## config.mk

```make
export PLATFORM = sky130hd
export DESIGN_NAME = serial_loader
export DESIGN_NICKNAME = d
export VERILOG_FILES = /design/src/rtl/serial_loader.sv
export SDC_FILE = /design/constraint.sdc
export NUM_CORES = 1
export LEC_CHECK = 0
export BUFFER_PORTS_ARGS = -buffer_cell sky130_fd_sc_hd__buf_4
export CELL_PAD_IN_SITES_DETAIL_PLACEMENT = 1
export CELL_PAD_IN_SITES_GLOBAL_PLACEMENT = 1
export CORE_MARGIN = 4
export CORE_UTILIZATION = 45
export CTS_BUF_LIST = sky130_fd_sc_hd__clkbuf_8
export DETAILED_ROUTE_END_ITERATION = 10
export GPL_ROUTABILITY_DRIVEN = 0
export PLACE_DENSITY = 0.9
export SKIP_CTS_REPAIR_TIMING = 1
export SYNTH_ARGS = -nofsm -noshare
export SYNTH_HDL_FRONTEND = slang
export SYNTH_SLANG_ARGS = --single-unit
```

## constraint.sdc

```tcl
create_clock -name clk -period 2.3 [get_ports clk]
set_input_delay 0.46 -clock clk [delete_from_list [all_inputs] [get_ports clk]]
set_output_delay 0.46 -clock clk [all_outputs]
set_load 0.05 [all_outputs]
```

## src/rtl/serial_loader.sv

```systemverilog
// Serial (8N1) boot loader: assembles little-endian words from a UART
// stream and writes them to consecutive word addresses on a simple bus.
module serial_loader #(
  parameter int          CLKS_PER_BIT = 16,
  parameter logic [31:0] LOAD_BASE    = 32'h1000,
  parameter int          WORDS        = 1024
) (
  input  logic        clk,
  input  logic        reset,
  input  logic        rxd,
  output logic        enable,
  output logic        rw,
  output logic [31:0] addr,
  output logic [31:0] data,
  output logic        done,
  output logic        frame_err
);

  localparam int CW = $clog2(CLKS_PER_BIT);
  localparam logic [CW-1:0] HALF_M1 = CW'(CLKS_PER_BIT / 2 - 1);
  localparam logic [CW-1:0] FULL_M1 = CW'(CLKS_PER_BIT - 1);
  localparam logic [15:0]   LAST    = 16'(WORDS - 1);

  typedef enum logic [1:0] {
    IDLE,
    START,
    DATA,
    STOP
  } state_t;

  state_t        state_q, state_d;
  logic          rx1_q, rx1_d;
  logic          rx2_q, rx2_d;
  logic [CW-1:0] cnt_q, cnt_d;
  logic [2:0]    bit_q, bit_d;
  logic [7:0]    shift_q, shift_d;
  logic [1:0]    pos_q, pos_d;
  logic [31:0]   word_q, word_d;
  logic [15:0]   idx_q, idx_d;
  logic          en_q, en_d;
  logic [31:0]   addr_q, addr_d;
  logic [31:0]   data_q, data_d;
  logic          done_q, done_d;
  logic          ferr_q, ferr_d;
  logic          accept;

  always_comb begin
    state_d = state_q;
    rx1_d   = rxd;
    rx2_d   = rx1_q;
    cnt_d   = cnt_q;
    bit_d   = bit_q;
    shift_d = shift_q;
    pos_d   = pos_q;
    word_d  = word_q;
    idx_d   = idx_q;
    en_d    = 1'b0;
    addr_d  = 32'h0;
    data_d  = 32'h0;
    done_d  = done_q;
    ferr_d  = ferr_q;
    accept  = 1'b0;

    unique case (state_q)
      IDLE: begin
        cnt_d = '0;
        if (!rx2_q && !done_q) state_d = START;
      end
      START: begin
        if (cnt_q == HALF_M1) begin
          cnt_d   = '0;
          bit_d   = 3'd0;
          state_d = rx2_q ? IDLE : DATA;
        end else begin
          cnt_d = cnt_q + 1'b1;
        end
      end
      DATA: begin
        if (cnt_q == FULL_M1) begin
          cnt_d   = '0;
          shift_d = {rx2_q, shift_q[7:1]};
          bit_d   = bit_q + 3'd1;
          if (bit_q == 3'd7) state_d = STOP;
        end else begin
          cnt_d = cnt_q + 1'b1;
        end
      end
      STOP: begin
        if (cnt_q == FULL_M1) begin
          cnt_d   = '0;
          state_d = IDLE;
          // a frame finishing after the last write is ignored entirely
          if (!done_q) begin
            if (rx2_q) accept = 1'b1;
            else       ferr_d = 1'b1;
          end
        end else begin
          cnt_d = cnt_q + 1'b1;
        end
      end
      default: state_d = IDLE;
    endcase

    if (accept) begin
      word_d[{pos_q, 3'b000} +: 8] = shift_q;
      pos_d = pos_q + 2'd1;
      if (pos_q == 2'd3) begin
        en_d   = 1'b1;
        addr_d = LOAD_BASE + {16'h0, idx_q};
        data_d = {shift_q, word_q[23:0]};
      end
    end

    if (en_q) begin
      idx_d = idx_q + 16'd1;
      if (idx_q == LAST) done_d = 1'b1;
    end
  end

  always_ff @(posedge clk) begin
    if (reset) begin
      state_q <= IDLE;
      rx1_q   <= 1'b1;
      rx2_q   <= 1'b1;
      cnt_q   <= '0;
      bit_q   <= 3'd0;
      shift_q <= 8'h0;
      pos_q   <= 2'd0;
      word_q  <= 32'h0;
      idx_q   <= 16'h0;
      en_q    <= 1'b0;
      addr_q  <= 32'h0;
      data_q  <= 32'h0;
      done_q  <= 1'b0;
      ferr_q  <= 1'b0;
    end else begin
      state_q <= state_d;
      rx1_q   <= rx1_d;
      rx2_q   <= rx2_d;
      cnt_q   <= cnt_d;
      bit_q   <= bit_d;
      shift_q <= shift_d;
      pos_q   <= pos_d;
      word_q  <= word_d;
      idx_q   <= idx_d;
      en_q    <= en_d;
      addr_q  <= addr_d;
      data_q  <= data_d;
      done_q  <= done_d;
      ferr_q  <= ferr_d;
    end
  end

  assign enable    = en_q;
  assign rw        = en_q;
  assign addr      = addr_q;
  assign data      = data_q;
  assign done      = done_q;
  assign frame_err = ferr_q;

endmodule

```

==> results of run 1 <==
-- metal layers --
metal / track usage, % / share of wire, %
met1: 20.9 / 41
met2: 36.2 / 54
met3: 5.39 / 3.9
met4: 6.65 / 1.7
met5: 0 / 0
-- worst max path at each step --
| stage | start | end | slack [ns] | cells past startpoint |
|---|---|---|---|---|
| floorplan | enable | idx_q[15] | 0.27 | 4 |
| global placement | pos_q[0] | word_q[6] | 0.34 | 6 |
| detailed placement | cnt_q[0] | data[16] | 0.14 | 6 |
| CTS | cnt_q[0] | data[16] | 0.03 | 6 |
| global route | cnt_q[0] | data[16] | 0.03 | 6 |
| finish | cnt_q[0] | word_q[5] | 0.16 | 6 |
-- Yosys cell counts, drive strengths merged (6+ instances only) --
library cell  instances
a21oi                11
a31o                 14
and2                 48
and4                 11
buf                  23
clkbuf                9
dfxtp               113
ha                   11
inv                  11
mux2i                16
nand2                27
nand3                12
nand4                 6
nor2                 35
nor2b                 7
nor3                  6
nor3b                 9
o21ai                 9
xnor2                 9
xor2                  7
-- area by class of cell --
cell class,count,area share [%]
Sequential cell,113,43.7
Multi-Input combinational cell,279,35.1
Timing Repair Buffer,61,8.85
Clock buffer,19,5.06
Clock inverter,13,3.27
Tap cell,129,3.12
Inverter,11,0.822
-- power by group through the flow --
stage / clock network (uW) / logic, uW / registers [uW]
6_report: 2000 / 94.2 / 1960
5_1_grt: 2130 / 98.5 / 1960
4_1_cts: 2030 / 92.5 / 1960
3_5_place_dp: 0 / 90.8 / 2010
3_3_place_gp: 0 / 89.2 / 2010
2_1_floorplan: 0 / 99.0 / 2010
-- sequential cells by signal, summed over array words and instances (netlist names), named ones only --
register / flops
frame_err: 1
rx2_q: 1
state_q: 1
shift_q: 8
bit_q: 3
done: 1
enable: 1
cnt_q: 4
word_q: 24
pos_q: 2
rx1_q: 1
data: 32
addr: 17
idx_q: 16
-- logic make-up after synthesis --
family / count (synthesis)
other cells: 1
buf+inv: 43
mux: 16
fa+ha+maj: 11
xor+xnor: 16
compound gates: 43
flops: 113
simple gates: 178
-- worst register-to-register path, cell delays in order, from the launching register on --
cell     delay [ns]
dfxtp_1        0.38
ha_1           0.25
nand4_1        0.23
nor3_2         0.30
buf_4          0.26
nand2_1        0.27
a31o_2         0.35
-- stage by stage --
step	hold WS (ns)	total power, uW
3_5_place_dp	0.409	2100
2_1_floorplan	0.389	2110
5_1_grt	0.212	4200
3_3_place_gp	0.393	2100
6_report	0.235	4060
4_1_cts	0.225	4080
==> flow_metrics.py, run 1 <==
metrics = {
    "run_status": {
        "status": "finished, final reports clean",
    },
    "sta": {
        "setup-tns-final_ns": 0,
        "hold_viol_final": 0,
        "worst_slack_ns": 0.156,
        "rsz0062_at_grt": "no",
        "fin_crit_ns": 2.14,
        "fmax_ghz": 0.466,
        "finalClockSkew_ns": 0.0121,
        "setup-violations-final": 0,
        "slew_violations": 0,
        "finalCritPeriodShare_pct": 93.2,
    },
    "finish": {
        "multi_input_area_um2": 1820,
        "synthToLayoutAreaGrowth_pct": 21.6,
        "layout_commonest_cell": "dfxtp_1",
        "layout_common_cells": "dfxtp_1 (113), buf_4 (61), and2_1 (48)",
        "finalInstanceArea_um2": 5170,
        "insertedDiodeCount": 0,
        "final_util_pct": 56.0,
        "final_cells": 625,
        "fill_cells": 1044,
        "drive_above_1_share_pct": 23.4,
        "nets": 497,
        "seq_area_um2": 2260,
    },
    "critical_path": {
        "cp_cell_sequence": "ha_1 > nand4_1 > nor3_2 > buf_4 > nand2_1 > a31o_2",
        "worstSetupEndpointType": "flip-flop",
        "r2r-end": "word_q[5]",
        "critPathTopFamily": "simple AND/OR/NAND/NOR gates",
        "crit_buf_inv": 1,
        "r2r_cells": 6,
        "cp.required_ns": 2.61,
        "regToRegSetupSlack_ns": 0.16,
        "slowest_delay_ns": 0.38,
        "cp_max_fo": 13,
        "startpoint_type": "flip-flop",
        "slowest_stage": "dfxtp_1",
        "cp_data_arrival_time_ns": 2.45,
        "timing.rr.start": "cnt_q[0]",
        "worst-setup-path-type": "flip-flop to flip-flop",
    },
    "grt": {
        "grt_pass1_vias": 3444,
        "gr-total-overflow": 0,
        "grt_pass1_wl_um": 17100,
        "grt_max_degree": 47,
        "grt_use_total_pct": 19.4,
        "antenna_found_initial": 0,
    },
    "die": {
        "fp.dieW_um": 105,
        "start_util_pct": 46.0,
        "core_area_um2": 9240,
        "ios": 71,
        "die_h_um": 105,
        "rows": 35,
        "die_area_um2": 11100,
    },
    "routing": {
        "drc_errors": 0,
        "viasPerCell": 5.14,
        "wl_per_cell_um": 16.2,
        "antenna_left": 0,
        "first_iter_violations": 99,
        "wirelength_um": 10100,
        "drt_pass1_iterations": 4,
        "vias": 3214,
    },
    "yosys": {
        "synth_top_area_share_pct": 53.2,
        "ys_types": 47,
        "synth_compound_area_share_pct": 7.00,
        "synth-main-ff-cell": "dfxtp_1",
        "synthSimpleGateAreaFrac_pct": 24.0,
        "synthMuxAreaShare_pct": 3.76,
        "syn_avg_cell_area_um2": 10.1,
        "yosysTopAreaCell": "dfxtp_1",
        "synth_xor_area_share_pct": 3.29,
        "synth-seq-cells": 113,
        "synth-seq-area-share_pct": 53.2,
        "synth_edf_count": 0,
        "synth_warnings": 0,
        "synthCells": 421,
        "synth_top_family_by_area": "simple AND/OR/NAND/NOR gates",
        "async_reset_ff_share_pct": 0,
        "syn-cell-area_um2": 4250,
        "synthAdderAreaFrac_pct": 3.24,
        "synth.top_cells.by_area": "dfxtp_1 (53%), and2_1 (7.1%), mux2i_1 (3.8%)",
    },
    "pwr": {
        "p_leak_uw": 0.00218,
        "combPwrFrac_pct": 2.3,
        "ir_worst_vdd_mv": 0.412,
        "p_clk_share_pct": 49.3,
        "swShare_pct": 21.4,
        "p_int_uw": 3190,
        "powerDensity_nw_per_um2": 785,
        "p_switching_uw": 869,
        "p_seq_share_pct": 48.4,
    },
    "hold_path": {
        "hold_class": "input pin to flip-flop",
        "hp-start": "rxd",
        "hold_depth": 2,
        "min_to": "rx1_q",
    },
    "clocking": {
        "clk_latency_ns": 0.42,
        "clkSlewWorstSetupHoldPaths_ns": 0.06,
        "cts_tree": "built",
        "cts.root.buffer_cell": "clkbuf_8",
        "cts_max_path_buffers": 2,
        "h-tree-depth": 4,
        "cts.sinks": 113,
        "cts_made_buffers": 17,
    },
    "place": {
        "post-dp-hpwl_um": 6530,
        "dp_cells": 593,
        "dp_slack_ns": 0.140,
        "portBuffers": 55,
        "placed_cell_area_um2": 4740,
    },
    "flow_run": {
        "maxCapViolCount": 0,
    },
}
No activity file was read; power rests on OpenSTA's default activity.
==> inputs of run 2 (changes only) <==
CORE_UTILIZATION = 39   (was 45)
PLACE_DENSITY = 0.8   (was 0.9)
==> run 2 against run 1 <==
Clock power decreased by 8%. Flip-flop and latch count unchanged. Global-route usage decreased by 4.1 points. Die area increased by 14%. Critical endpoint is now word_q[3]. Largest power group is now registers. Via count decreased by 4.7%. Utilization decreased by 6.7 points.
==> flow_metrics.py, run 2 (synthesis results as in run 1) <==
metrics = {
    "clocking": {
        "h-tree-depth": 4,
        "cts.sinks": 113,
        "cts.root.buffer_cell": "clkbuf_8",
        "cts_made_buffers": 17,
        "clkSlewWorstSetupHoldPaths_ns": 0.07,
        "cts_max_path_buffers": 2,
        "clk_latency_ns": 0.41,
        "cts_tree": "built",
    },
    "flow_run": {
        "maxCapViolCount": 0,
    },
    "hold_path": {
        "hold_class": "input pin to flip-flop",
        "hold_depth": 2,
    },
    "critical_path": {
        "crit_buf_inv": 1,
        "critical_path_depth": 6,
        "cp_data_arrival_time_ns": 2.46,
        "crit_path_start": "pos_q[0]",
        "regToRegSetupSlack_ns": 0.20,
        "cp_max_fo": 7,
        "critPathTopFamily": "simple AND/OR/NAND/NOR gates",
        "worst-setup-path-type": "flip-flop to flip-flop",
        "startpoint_type": "flip-flop",
        "worstSetupEndpointType": "flip-flop",
        "r2r-end": "word_q[3]",
        "cp.required_ns": 2.66,
        "slowest_delay_ns": 0.46,
        "r2r_cells": 6,
        "slowest_stage": "dfxtp_1",
        "timing.rr.start": "pos_q[0]",
        "critPathCapture": "word_q[3]",
        "cp_cell_sequence": "inv_1 > ha_1 > nor3b_1 > and2_1 > and4_1 > a31o_2",
    },
    "pwr": {
        "combPwrFrac_pct": 2.4,
        "ir_worst_vdd_mv": 0.414,
        "p_switching_uw": 859,
        "p_clk_share_pct": 47.2,
        "power.total_uw": 3890,
        "p_int_uw": 3030,
        "p_leak_uw": 0.00216,
        "p_seq_share_pct": 50.4,
        "powerDensity_nw_per_um2": 755,
        "swShare_pct": 22.1,
    },
    "routing": {
        "routed-wl-met2_um": 4740,
        "drt_pass1_iterations": 4,
        "wl_per_cell_um": 14.6,
        "viasPerCell": 4.85,
        "wirelength_um": 9210,
        "antenna_left": 0,
        "highest_layer": "met4",
        "wl_met3_um": 461,
        "drc_errors": 0,
        "met1_length_um": 3920,
        "first_iter_violations": 65,
        "vias": 3063,
    },
    "place": {
        "portBuffers": 55,
        "placed_cell_area_um2": 4760,
        "post-dp-hpwl_um": 6370,
    },
    "sta": {
        "finalClockSkew_ns": 0.00878,
        "setup-violations-final": 0,
        "fin_crit_ns": 2.10,
        "hold_ws_ns": 0.236,
        "hold_viol_final": 0,
        "slew_violations": 0,
        "rsz0062_at_grt": "no",
        "finalCritPeriodShare_pct": 91.3,
        "fmax_ghz": 0.476,
        "setup-tns-final_ns": 0,
    },
    "finish": {
        "final_util_pct": 49.3,
        "layout_commonest_cell": "dfxtp_1",
        "largest_reg_flops": 32,
        "finalInstanceArea_um2": 5160,
        "nets": 497,
        "drive_above_1_share_pct": 23.6,
        "layout_common_cells": "dfxtp_1 (113), buf_4 (60), and2_1 (48)",
        "synthToLayoutAreaGrowth_pct": 21.2,
        "insertedDiodeCount": 0,
    },
    "die": {
        "ios": 71,
        "start_util_pct": 40.7,
        "die_area_um2": 12600,
        "fp.dieW_um": 112,
        "core_area_um2": 10500,
        "die_h_um": 112,
        "rows": 37,
    },
    "grt": {
        "grt_max_degree": 39,
        "antenna_found_initial": 0,
        "grt_pass1_wl_um": 15600,
        "gr-total-overflow": 0,
        "grt_use_total_pct": 15.4,
        "grt_pass1_vias": 3225,
    },
    "run_status": {
        "status": "finished, final reports clean",
    },
}
-- run 2: cell types whose count changed in the layout (fill, tap and decap cells not counted), sizes merged --
cell      change
clkbuf        +2
bufinv        -2
clkinv        +1
inv           -3
clkinvlp      +1
-- run 2: worst min path at each step --
stage                     start    end  slack (ns)
after floorplan           rx1_q  rx2_q        0.39
after global placement    rx1_q  rx2_q        0.39
after detailed placement  rx1_q  rx2_q        0.40
after CTS                   rxd  rx1_q        0.21
after global routing        rxd  rx1_q        0.21
final                       rxd  rx1_q        0.24
-- run 2: worst register-to-register path: stages, from the launching register on --
cell,delay (ns)
dfxtp_1,0.46
inv_1,0.14
ha_1,0.37
nor3b_1,0.44
and2_1,0.29
and4_1,0.25
a31o_2,0.10
-- run 2: cell type report --
type                       instances  area, um^2
sequential                       113        2260
fill                            1193        5310
multi-input combinational        279        1810
clock buffer                      21         289
timing repair buffer              61         470
tap                              136         170
inverter                          11        41.3
clock inverter                    10         110
-- run 2: power by group through the flow --
stage               Sequential [uW]  Clock [uW]  Combinational (uW)
detailed placement             2010           0                90.7
finish                         1960        1840                91.9
global route                   1960        1990                98.3
CTS                            1960        1890                91.3
floorplan                      2010           0                99.0
global placement               2010           0                89.8
-- run 2: routing by layer --
| metal | vias up | global-route usage [%] |
|---|---|---|
| li1 | 1522 | - |
| met1 | 1464 | 17.8 |
| met2 | 66 | 26.8 |
| met3 | 11 | 4.96 |
| met4 | 0 | 5.21 |
| met5 | - | 0 |
-- run 2: metrics by stage --
step	instances	setup WS [ns]
2_1_floorplan	435	0.272
3_3_place_gp	600	0.311
3_5_place_dp	600	0.205
4_1_cts	631	0.167
5_1_grt	631	0.0417
6_report	631	0.201
==> inputs of run 3 (changes only) <==
CTS_BUF_LIST = sky130_fd_sc_hd__clkbuf_4   (was sky130_fd_sc_hd__clkbuf_8)
==> run 3 against run 2 <==
Power down 12%. Setup slack worse by 0.0025 ns. Sequential share of layout area up 1.2 points. Via count down 1.1%. Count of clock-buffer cells in the layout down 3. Global-route usage down 0.30 points. Clock skew up 0.010 ns. Flip-flop and latch count unchanged. Die area unchanged.
==> flow_metrics.py, run 3 (synthesis results as in run 1) <==
metrics = {
    "run_status": {
        "status": "finished, final reports clean",
    },
    "die": {
        "die_area_um2": 12600,
        "ios": 71,
        "start_util_pct": 40.7,
        "rows": 37,
        "fp.dieW_um": 112,
        "die_h_um": 112,
        "core_area_um2": 10500,
    },
    "grt": {
        "grt_use_total_pct": 15.1,
        "grt_max_degree": 39,
        "grt_pass1_wl_um": 15300,
        "antenna_found_initial": 0,
        "grt_pass1_vias": 3144,
        "gr-total-overflow": 0,
    },
    "sta": {
        "rsz0062_at_grt": "no",
        "fin_crit_ns": 2.10,
        "worst_slack_ns": 0.198,
        "hold_viol_final": 0,
        "finalClockSkew_ns": 0.0188,
        "finalCritPeriodShare_pct": 91.4,
        "setup-violations-final": 0,
        "fmax_ghz": 0.476,
        "slew_violations": 0,
        "setup-tns-final_ns": 0,
    },
    "pwr": {
        "ir_worst_vdd_mv": 0.278,
        "p_leak_uw": 0.00209,
        "powerDensity_nw_per_um2": 682,
    },
    "clocking": {
        "clk_latency_ns": 0.50,
        "cts_made_buffers": 17,
        "h-tree-depth": 4,
        "cts.root.buffer_cell": "clkbuf_4",
        "cts.sinks": 113,
        "cts_tree": "built",
        "clkSlewWorstSetupHoldPaths_ns": 0.10,
        "cts_max_path_buffers": 2,
    },
    "routing": {
        "drc_errors": 0,
        "vias": 3030,
        "antenna_left": 0,
        "wirelength_um": 9080,
        "first_iter_violations": 120,
        "viasPerCell": 4.80,
        "drt_pass1_iterations": 4,
        "wl_per_cell_um": 14.4,
    },
    "finish": {
        "seq_area_um2": 2260,
        "fill_cells": 1202,
        "insertedDiodeCount": 0,
        "synthToLayoutAreaGrowth_pct": 17.9,
        "nets": 497,
        "layout_commonest_cell": "dfxtp_1",
        "multi_input_area_um2": 1810,
        "finalInstanceArea_um2": 5010,
        "drive_above_1_share_pct": 23.0,
        "layout_common_cells": "dfxtp_1 (113), buf_4 (60), and2_1 (48)",
        "largest_reg_flops": 32,
        "final_util_pct": 47.9,
    },
    "critical_path": {
        "worst-setup-path-type": "flip-flop to flip-flop",
        "slowest_stage": "dfxtp_1",
        "r2r_cells": 6,
        "critPathTopFamily": "simple AND/OR/NAND/NOR gates",
        "cp_max_fo": 7,
        "crit_buf_inv": 1,
        "timing.rr.start": "pos_q[0]",
        "startpoint_type": "flip-flop",
        "worstSetupEndpointType": "flip-flop",
        "cp.required_ns": 2.74,
        "critical_path_depth": 6,
        "cp_data_arrival_time_ns": 2.54,
        "crit_path_start": "pos_q[0]",
        "cp_cell_sequence": "inv_1 > ha_1 > nor3b_1 > and2_1 > and4_1 > a31o_2",
        "r2r-end": "word_q[3]",
        "slowest_delay_ns": 0.47,
        "critPathCapture": "word_q[3]",
        "regToRegSetupSlack_ns": 0.20,
    },
    "place": {
        "placed_cell_area_um2": 4760,
        "dp_slack_ns": 0.205,
        "post-dp-hpwl_um": 6370,
        "portBuffers": 55,
    },
    "hold_path": {
        "hold_class": "input pin to flip-flop",
    },
    "flow_run": {
        "maxCapViolCount": 0,
    },
}
==> run 3: final cells by class <==
cell class | count | area share (%)
Sequential cell | 113 | 45.1
Multi-Input combinational cell | 279 | 36.2
Timing Repair Buffer | 61 | 9.38
Tap cell | 136 | 3.39
Clock buffer | 18 | 2.70
Clock inverter | 13 | 2.42
Inverter | 11 | 0.824
==> run 3: routing by layer <==
metal | wire length [um] | global-route usage [%] | vias to the layer above
met5 | 0 | 0 | -
met4 | 76 | 5.05 | 0
met3 | 439 | 5.18 | 8
met2 | 4560 | 25.7 | 53
met1 | 4000 | 17.8 | 1443
li1 | - | - | 1526
==> run 3: where the power goes <==
group	leakage [uW]	total, uW	switching, uW	internal, uW
clock	0.000134	1370	735	631
combinational	0.00105	91.9	81.0	10.9
sequential	0.000910	1960	3.89	1960
==> run 3: through the flow <==
step	hold WS, ns	instances	power [uW]
final	0.154	631	3420
after global routing	0.0953	631	3580
after CTS	0.0992	631	3470
after detailed placement	0.400	600	2100
after global placement	0.393	600	2100
after floorplan	0.389	435	2110
==> run 3: worst min-delay path by stage <==
stage	startpoint	endpoint	slack (ns)	depth (start not counted)
finish	rxd	rx1_q	0.15	2
global route	rxd	rx1_q	0.1	2
CTS	rxd	rx1_q	0.1	2
detailed placement	rx1_q	rx2_q	0.40	1
global placement	rx1_q	rx2_q	0.39	1
floorplan	rx1_q	rx2_q	0.39	1
==> run 3: worst register-to-register path, delay by kind of cell, from the launching register on <==
family	cells	cell delay, ns
fa+ha+maj	1	0.37
compound gates	1	0.11
simple gates	3	0.97
buf+inv	1	0.14
flops	1	0.47
